$ cat src/rtl/cdma_pkg.sv
// Shared types and constants for the CDMA frame synchroniser.
// State encoding, default sync word, byte width and FIFO entry layout.
package cdma_pkg;

    typedef enum logic [1:0] {
        HUNT,
        LEN,
        PAYLOAD,
        CHECK
    } state_t;

    localparam logic [7:0] SYNC_DEFAULT = 8'hD3;
    localparam int         BYTE_W       = 8;

    typedef struct packed {
        logic              first;
        logic              last;
        logic [BYTE_W-1:0] data;
    } fifo_entry_t;

endpackage

$ cat src/rtl/cdma_byte_fifo.sv
// Synchronous first-word fall-through FIFO of framed payload bytes.
// Ports: clk, rst (async, active-high), push/wr_data, pop, head, full, empty.
module cdma_byte_fifo
    import cdma_pkg::*;
#(
    parameter int DEPTH = 4
) (
    input  logic        clk,
    input  logic        rst,
    input  logic        push,
    input  fifo_entry_t wr_data,
    input  logic        pop,
    output fifo_entry_t head,
    output logic        full,
    output logic        empty
);

    localparam int AW = $clog2(DEPTH);
    localparam int CW = AW + 1;

    fifo_entry_t    mem [DEPTH];
    logic [AW-1:0]  wr_ptr;
    logic [AW-1:0]  rd_ptr;
    logic [CW-1:0]  count;
    logic           do_push;
    logic           do_pop;

    assign full  = (count == CW'(DEPTH));
    assign empty = (count == '0);

    // A pop in the same cycle frees the slot, so push is allowed while full.
    assign do_pop  = pop && !empty;
    assign do_push = push && (!full || do_pop);

    // Storage is written on the clock, so the head is a registered value.
    assign head = mem[rd_ptr];

    always_ff @(posedge clk or posedge rst) begin
        if (rst) begin
            for (int i = 0; i < DEPTH; i++) begin
                mem[i] <= '0;
            end
            wr_ptr <= '0;
            rd_ptr <= '0;
            count  <= '0;
        end else begin
            if (do_push) begin
                mem[wr_ptr] <= wr_data;
                wr_ptr      <= wr_ptr + 1'b1;
            end
            if (do_pop) begin
                rd_ptr <= rd_ptr + 1'b1;
            end
            unique case ({do_push, do_pop})
                2'b10:   count <= count + 1'b1;
                2'b01:   count <= count - 1'b1;
                default: count <= count;
            endcase
        end
    end

endmodule

$ cat src/rtl/cdma_frame_sync.sv
// Bit-serial frame synchroniser: sync hunt, length parse, payload bytes to FIFO.
// Ports: clk, rst, bit_in/bit_valid in; byte_out/byte_valid/byte_ready,
// frame_start/frame_end, locked, len_err, ovf_err out.
// Macro CDMA_FRAME_CHECKSUM_EN adds a trailing check byte and csum_err output.
module cdma_frame_sync
    import cdma_pkg::*;
#(
    parameter logic [7:0] SYNC_PATTERN = SYNC_DEFAULT,
    parameter int         MAX_LEN      = 16,
    parameter int         FIFO_DEPTH   = 4
) (
    input  logic       clk,
    input  logic       rst,
    input  logic       bit_in,
    input  logic       bit_valid,
    output logic [7:0] byte_out,
    output logic       byte_valid,
    input  logic       byte_ready,
    output logic       frame_start,
    output logic       frame_end,
    output logic       locked,
    output logic       len_err,
    output logic       ovf_err
`ifdef CDMA_FRAME_CHECKSUM_EN
   ,output logic       csum_err
`endif
);

    localparam logic [7:0] MAX_LEN_B = 8'(MAX_LEN);

    state_t      state;
    // Last 7 received bits; with bit_in they form the 8-bit shifted word.
    logic [6:0]  sreg;
    logic [2:0]  fill;
    logic [2:0]  bit_cnt;
    logic [7:0]  byte_cnt;
    logic [7:0]  len;
    logic [7:0]  rx_byte;
    logic        byte_done;
    logic        is_last;
    logic        push;
    logic        pop;
    logic        drop;
    logic        fifo_full;
    logic        fifo_empty;
    fifo_entry_t wr_entry;
    fifo_entry_t head;
`ifdef CDMA_FRAME_CHECKSUM_EN
    logic [7:0]  csum;
    fifo_entry_t stage;
`endif

    assign rx_byte   = {sreg, bit_in};
    assign byte_done = bit_valid && (bit_cnt == 3'd7);
    assign is_last   = (byte_cnt == len - 8'd1);

    always_comb begin
        push     = 1'b0;
        wr_entry = '0;
        if (byte_done && state == PAYLOAD) begin
            wr_entry.first = (byte_cnt == 8'd0);
            wr_entry.last  = is_last;
            wr_entry.data  = rx_byte;
`ifdef CDMA_FRAME_CHECKSUM_EN
            // The last byte waits in the stage until the check byte lands.
            push = !is_last;
`else
            push = 1'b1;
`endif
        end
`ifdef CDMA_FRAME_CHECKSUM_EN
        if (byte_done && state == CHECK) begin
            push     = 1'b1;
            wr_entry = stage;
        end
`endif
    end

    assign pop  = byte_valid && byte_ready;
    assign drop = push && fifo_full && !pop;

    always_ff @(posedge clk or posedge rst) begin
        if (rst) begin
            state    <= HUNT;
            sreg     <= '0;
            fill     <= '0;
            bit_cnt  <= '0;
            byte_cnt <= '0;
            len      <= '0;
            locked   <= 1'b0;
            len_err  <= 1'b0;
            ovf_err  <= 1'b0;
`ifdef CDMA_FRAME_CHECKSUM_EN
            csum     <= '0;
            stage    <= '0;
            csum_err <= 1'b0;
`endif
        end else begin
            len_err <= 1'b0;
            ovf_err <= 1'b0;
`ifdef CDMA_FRAME_CHECKSUM_EN
            csum_err <= 1'b0;
`endif
            if (bit_valid) begin
                sreg    <= rx_byte[6:0];
                bit_cnt <= bit_cnt + 3'd1;
                unique case (state)
                    HUNT: begin
                        bit_cnt <= '0;
                        if (fill != 3'd7) begin
                            fill <= fill + 3'd1;
                        end
                        // Compare only once 7 history bits are genuine.
                        if (fill == 3'd7 && rx_byte == SYNC_PATTERN) begin
                            state  <= LEN;
                            locked <= 1'b1;
                        end
                    end
                    LEN: begin
                        if (bit_cnt == 3'd7) begin
                            if (rx_byte == 8'd0 || rx_byte > MAX_LEN_B) begin
                                len_err <= 1'b1;
                                state   <= HUNT;
                                sreg    <= '0;
                                fill    <= '0;
                                locked  <= 1'b0;
                            end else begin
                                len      <= rx_byte;
                                byte_cnt <= '0;
                                state    <= PAYLOAD;
`ifdef CDMA_FRAME_CHECKSUM_EN
                                csum     <= rx_byte;
`endif
                            end
                        end
                    end
                    PAYLOAD: begin
                        if (bit_cnt == 3'd7) begin
                            byte_cnt <= byte_cnt + 8'd1;
`ifdef CDMA_FRAME_CHECKSUM_EN
                            csum <= csum + rx_byte;
`endif
                            if (drop) begin
                                ovf_err <= 1'b1;
                                state   <= HUNT;
                                sreg    <= '0;
                                fill    <= '0;
                                locked  <= 1'b0;
                            end else if (is_last) begin
`ifdef CDMA_FRAME_CHECKSUM_EN
                                stage.first <= (byte_cnt == 8'd0);
                                stage.last  <= 1'b1;
                                stage.data  <= rx_byte;
                                state       <= CHECK;
`else
                                state  <= HUNT;
                                sreg   <= '0;
                                fill   <= '0;
                                locked <= 1'b0;
`endif
                            end
                        end
                    end
`ifdef CDMA_FRAME_CHECKSUM_EN
                    CHECK: begin
                        if (bit_cnt == 3'd7) begin
                            if (drop) begin
                                ovf_err <= 1'b1;
                            end else begin
                                csum_err <= (rx_byte != csum);
                            end
                            state  <= HUNT;
                            sreg   <= '0;
                            fill   <= '0;
                            locked <= 1'b0;
                        end
                    end
`endif
                    default: begin
                        state  <= HUNT;
                        sreg   <= '0;
                        fill   <= '0;
                        locked <= 1'b0;
                    end
                endcase
            end
        end
    end

    cdma_byte_fifo #(
        .DEPTH (FIFO_DEPTH)
    ) u_fifo (
        .clk     (clk),
        .rst     (rst),
        .push    (push),
        .wr_data (wr_entry),
        .pop     (pop),
        .head    (head),
        .full    (fifo_full),
        .empty   (fifo_empty)
    );

    assign byte_valid  = !fifo_empty;
    assign byte_out    = head.data;
    assign frame_start = byte_valid && head.first;
    assign frame_end   = byte_valid && head.last;

endmodule

$ cat config.mk
export PLATFORM = sky130hd
export DESIGN_NAME = cdma_frame_sync
export DESIGN_NICKNAME = d
export VERILOG_FILES = /design/src/rtl/cdma_pkg.sv /design/src/rtl/cdma_byte_fifo.sv /design/src/rtl/cdma_frame_sync.sv
export SDC_FILE = /design/constraint.sdc
export NUM_CORES = 1
export LEC_CHECK = 0
export ABC_AREA = 1
export CAP_MARGIN = 30
export CORE_MARGIN = 4
export CORE_UTILIZATION = 50
export DETAILED_ROUTE_END_ITERATION = 8
export GPL_TIMING_DRIVEN = 0
export PLACE_DENSITY = 0.68
export RECOVER_POWER = 25
export SLEW_MARGIN = 20
export SYNTH_ARGS = -nofsm -noshare
export SYNTH_HDL_FRONTEND = slang
export SYNTH_HIERARCHICAL = 1
export SYNTH_SLANG_ARGS = --single-unit
$ cat constraint.sdc
create_clock -name clk -period 2.6 [get_ports clk]
set_input_delay 0.52 -clock clk [delete_from_list [all_inputs] [get_ports clk]]
set_output_delay 0.52 -clock clk [all_outputs]
set_load 0.005 [all_outputs]
# After elaboration in Yosys (flattened, before gate mapping)
# Cells that the tools add are included.
# totals
ff_bits	81
input_bits	5
output_inout_bits	14
elab_cells	132
# classes
add_sub_neg	8
magnitude_cmp	4
n_eq_ne	17
n_mux	49
n_bitwise	3
n_reduce_logical	27
# op_table
op	count
bitwise mux 40 bit	1
two-way mux 10 bit	4
two-way mux 7 bit	5
two-way mux 8 bit	3
two-way mux 3 bit	7
case mux 7 bit (3 select lines)	1
binary-select mux 10 bit (select 2 bit)	1
demux 10 bit (select 2 bit)	1
logical NOT 8 bit	2
case mux 8 bit (2 select lines)	1
two-way mux 1 bit	15
two-way mux 2 bit	6
inequality test 2 bit (second input constant)	6
AND reduction 6 bit	2
logical AND 1 bit	11
AND reduction 5 bit	2
adder 3 x 1 -> 3 bit (second input constant)	3
equality test 3 bit (second input constant)	3
case mux 3 bit (3 select lines)	1
adder 8 x 1 -> 8 bit (second input constant)	1
equality test 8 bit	1
equality test 8 bit (second input constant)	1
greater-than comparator 8 x 5 -> 1 bit (second input constant)	1
subtractor 8 x 1 -> 8 bit (second input constant)	1
18 further kinds	28

# Depth between registers and ports, before layout
# logic_depth
ltp_word	10
depth_mapped	15
mapped_depth_nobuf	14

# Hierarchy
# The synthesis kept the hierarchy.
# modules_own_cells
module	instances	cells_each	area_each_um2	seq_area_each_um2
cdma_byte_fifo	1	282	2421.1	1176.1
cdma_frame_sync	1	297	2130.8	850.8

# Least setup slack after synthesis
# No wires, ideal clock.
# synth_timing
kind	flip-flop to flip-flop
startpoint	register bit_cnt[0]
endpoint	register u_fifo.count[2]
setup_ns	0.123
t_arrival_ns	2.129
required_ns	2.477
path_slack_ns	0.348
stages_incl_launch_ff	13
path_buffers	1
synth_period_minus_slack_ns	2.252
cell_sequence	dfrtp_1 -> ha_1 -> ha_1 -> nand2_2 -> nor2_4 -> buf_4 -> nand2_1 -> ha_1 -> inv_1 -> fa_1 -> nand2_1 -> nand3b_1 -> xor2_1
# synth_via
elab_chain_cells	7
word_cells_on_any_way	9
cone_classes	eq/ne: 3; mux: 2; reduce/logical: 4
# synth_rtl
element	line	rtl
start, declared	cdma_frame_sync.sv:35	logic [2:0] bit_cnt;
start signal, assigned	cdma_frame_sync.sv:106	bit_cnt <= bit_cnt + 3'd1;
equality test 3 bit (*)	cdma_frame_sync.sv:54	assign byte_done = bit_valid && (bit_cnt == 3'd7);
logical AND 1 bit (*)	cdma_frame_sync.sv:54	
logical AND 1 bit (*)	cdma_frame_sync.sv:60	if (byte_done && state == PAYLOAD) begin
two-way mux 1 bit (*)	cdma_frame_sync.sv:60	
via push	cdma_frame_sync.sv:41	logic push;
logical AND 1 bit (*)	cdma_byte_fifo.sv:33	assign do_push = push && (!full || do_pop);
equality test 2 x 1 -> 1 bit or equality test 2 bit (tied branches)	cdma_byte_fifo.sv:54	unique case ({do_push, do_pop})
case mux 3 bit (2 select lines) or nonzero test 2 bit (tied branches)	n/a	
end signal, assigned	cdma_byte_fifo.sv:55	2'b10: count <= count + 1'b1;
end signal, assigned	cdma_byte_fifo.sv:56	2'b01: count <= count - 1'b1;
end signal, assigned	cdma_byte_fifo.sv:57	default: count <= count;
end, declared	cdma_byte_fifo.sv:24	logic [CW-1:0] count;
# The timed path passes the listed nets; every way through them passes the cells marked *.
# A chain may end at the register's enable or synchronous reset.

==> results.md <==
- Status: completed
- Slowest stage cell, crit path: clkdlybuf4s50_1
- Count of cell types in the netlist: 34
- IO Pins: 19
- Post-layout nets: 626
- Max Buffers Root-to-Sink: 2
- Core Util, Final: 0.579
- Critical-path maximum fanout: 10
- Vias in the first global route: 3,765
- Mapped Area: 4550 um^2
- Largest net degree at the start of global routing: 35
- Grt ovf: 0
- Ratio of cells with drive above 1 in the final layout: 0.101
- Final WL: 10,800 um
- Final Skew: 0.0122 ns
- Pins Over Slew Limit: 0
- Syn_nets: 597
- Clock transition at path regs: 0.09 ns
- Slew margin rel.: 0.489
- CTS tree: built
- WL/cell: 15.0 um
- DRT antenna net count: 0
- Comb pwr share: 0.352
- CP required: 2.08 ns
- Internal Power: 2570 uW
- Clk sinks: 81
- Arrival @ worst endpoint: 1.98 ns
- Ratio of final minimum period to clock period: 0.961
- Leak: 0.00256 uW
- Most common cell after layout, fill and taps aside: nand2_1
- Total GRT Usage: 0.222
- HPWL after DPL: 7710 um
- Startpoint types: register
- Die Ht: 103 um
- RSZ-0062 raised after global routing: true
- Initial DRC count: 202
- Clock Latency Late Sink: 0.36 ns
- Worst hold path class: register to register
- DRT Pass-1 Iters: 5
- Post-CTS Hold Fix Bufs: 0
- Gpl congestion: 0.923
- ANT cells: 0
- Width of the die: 103 um
- Die ar.: 10,700 um^2
- Setup TNS: 0 ns
- Worst Setup End Kind: output port
- Sequential fraction of the synthesis area: 0.445
- Pwr Density: 774 nW/um^2
- Post-synthesis register bit count: 81
- CTS Buf Count: 9
- Post-CTS setup buffer count: 0
- Period minus WS final: 2.50 ns
- Clock root cell: clkbuf_8
- Crit-path max cell delay: 0.51 ns
- Syn. warnings: 6
- Post-synthesis cell count: 579
- Initial core utilization: 0.517
- Fin. Hold Viols: 0
- IO buf count: 17
- Clk pwr share: 0.269
- Slew @ Worst Pin: 0.766 ns
- Mapped Avg Cell Area: 7.86 um^2
- Peak supply drop: 0.379 mV
- Final routed DRC violation total: 0
- Initial antenna violation count: 0
- Max-cap violations: 0
- NetSw: 1380 uW
- Crit path cell chain: buf_2 > o21ai_0 > o22ai_1 > inv_1 > nor2_1 > clkdlybuf4s50_1
- Commonest non-fill, non-tap cells in the layout: nand2_1, dfrtp_1, nor2_1
- H-tree Lvls: 3
- Fillers: 805
- Maximum clock frequency: 400 MHz
- Final setup violation count: 0
- Core area: 8810 um^2
- Num rows: 34
- Area Overhead vs Synth: 12.0%
- First-pass GRT wire length: 18,600 um
- Vias post-DR: 3,871
- Critical path class: register to output port
- Switching part of the total: 0.350
- Share of power burned in registers: 0.380
- Vias per inst: 5.37
## per-layer routing
metal / vias to the layer above / part of all wire / GRT usage
met3: 17 / 0.042 / 0.0329
met4: 0 / 0.016 / 0.0817
met5: - / 0 / 0
met1: 1811 / 0.45 / 0.298
met2: 90 / 0.49 / 0.364
li1: 1953 / - / -
## synthesized netlist by cell type, drive strengths merged
| cell type | number | area, um^2 |
|---|---|---|
| nand3b | 1 | 7.51 |
| nand2 | 171 | 659 |
| dfrtp | 81 | 2030 |
| o21ai | 40 | 200 |
| inv | 58 | 218 |
| xor2 | 9 | 78.8 |
| nand4 | 49 | 307 |
| nand3 | 32 | 230 |
| a21oi | 7 | 42.5 |
| nor4 | 2 | 12.5 |
| o31ai | 1 | 7.51 |
| buf | 16 | 128 |
| nor3 | 4 | 20.0 |
| ha | 12 | 150 |
| clkinv | 1 | 3.75 |
| o22ai | 10 | 62.6 |
| xnor2 | 5 | 43.8 |
| fa | 1 | 20.0 |
| clkbuf | 9 | 36.3 |
| nor2 | 70 | 298 |
## flip-flops by register name, summed over array words and instances, names as in the netlist
name           cells
u_fifo/mem        40
byte_cnt           8
len                8
sreg               7
bit_cnt            3
fill               3
u_fifo/count       3
state              2
u_fifo/rd_ptr      2
u_fifo/wr_ptr      2
len_err            1
locked             1
ovf_err            1
## layout make-up
| cell class | instances | area (um^2) | area share |
|---|---|---|---|
| buffer | 25 | 174 | 0.0341 |
| clock inverter | 6 | 90.1 | 0.0177 |
| timing repair buffer | 18 | 175 | 0.0343 |
| inverter | 59 | 221 | 0.0434 |
| tap | 108 | 135 | 0.0265 |
| sequential | 81 | 2030 | 0.397 |
| multi-input combinational | 414 | 2140 | 0.420 |
| clock buffer | 10 | 138 | 0.0270 |
## final timing paths
path | from | end | slack (ns) | depth (start not counted)
min in group asynchronous | rst | sreg[5] | 0.77 | 2
setup reg to reg | bit_cnt[0] | u_fifo/count[1] | 0.19 | 10
max in group asynchronous | rst | u_fifo/mem[15] | 0.63 | 3
hold / removal | u_fifo/mem[13] | u_fifo/mem[13] | 0.47 | 2
setup / recovery | u_fifo/rd_ptr[1] | frame_start | 0.10 | 6
hold reg to reg | u_fifo/mem[13] | u_fifo/mem[13] | 0.47 | 2
## power groups by stage
stage               registers (uW)  clock network [uW]  logic, uW
floorplan                     1490                   0        920
global placement              1520                   0       1350
detailed placement            1520                   0       1390
CTS                           1500                1070       1390
global route                  1520                1120       1580
finish                        1500                1060       1390
## logic make-up (layout without fill, tap and decap cells)
group                      after synthesis  count (layout)  synth area share
buffers and inverters                   84             118            0.0847
adders and majority gates               13              13            0.0374
DFF                                     81              81             0.445
AOI/OAI and AO/OA                       58              58            0.0687
and+or+nand+nor                        329             329             0.337
xor gates and xnor gates                14              14            0.0269
## worst max-delay path, delay by kind of cell (launching register included)
| family | cells | cell delay (ns) |
|---|---|---|
| flops | 1 | 0.43 |
| buf+inv | 3 | 0.83 |
| compound gates | 2 | 0.30 |
| simple gates | 1 | 0.08 |
## stage by stage
stage                     power, uW  worst slack [ns]  area (um^2)  hold slack (ns)  std cells
after detailed placement       2910            -0.109         4880            0.454        705
after floorplan                2410             0.348         4550            0.437        579
after CTS                      3960            0.0571         5110            0.474        721
after global routing           4220          -0.00324         5100            0.491        721
final                          3950             0.101         5100            0.474        721
after global placement         2870           -0.0649         4860            0.450        704
## timing repair
| action | 4_1_cts | 5_1_grt |
|---|---|---|
| gates resized for setup | 1 | 6 |
| setup endpoints to repair | 4 | 4 |
| pin swaps | 0 | 1 |
Power figures use the tool's default switching activity.
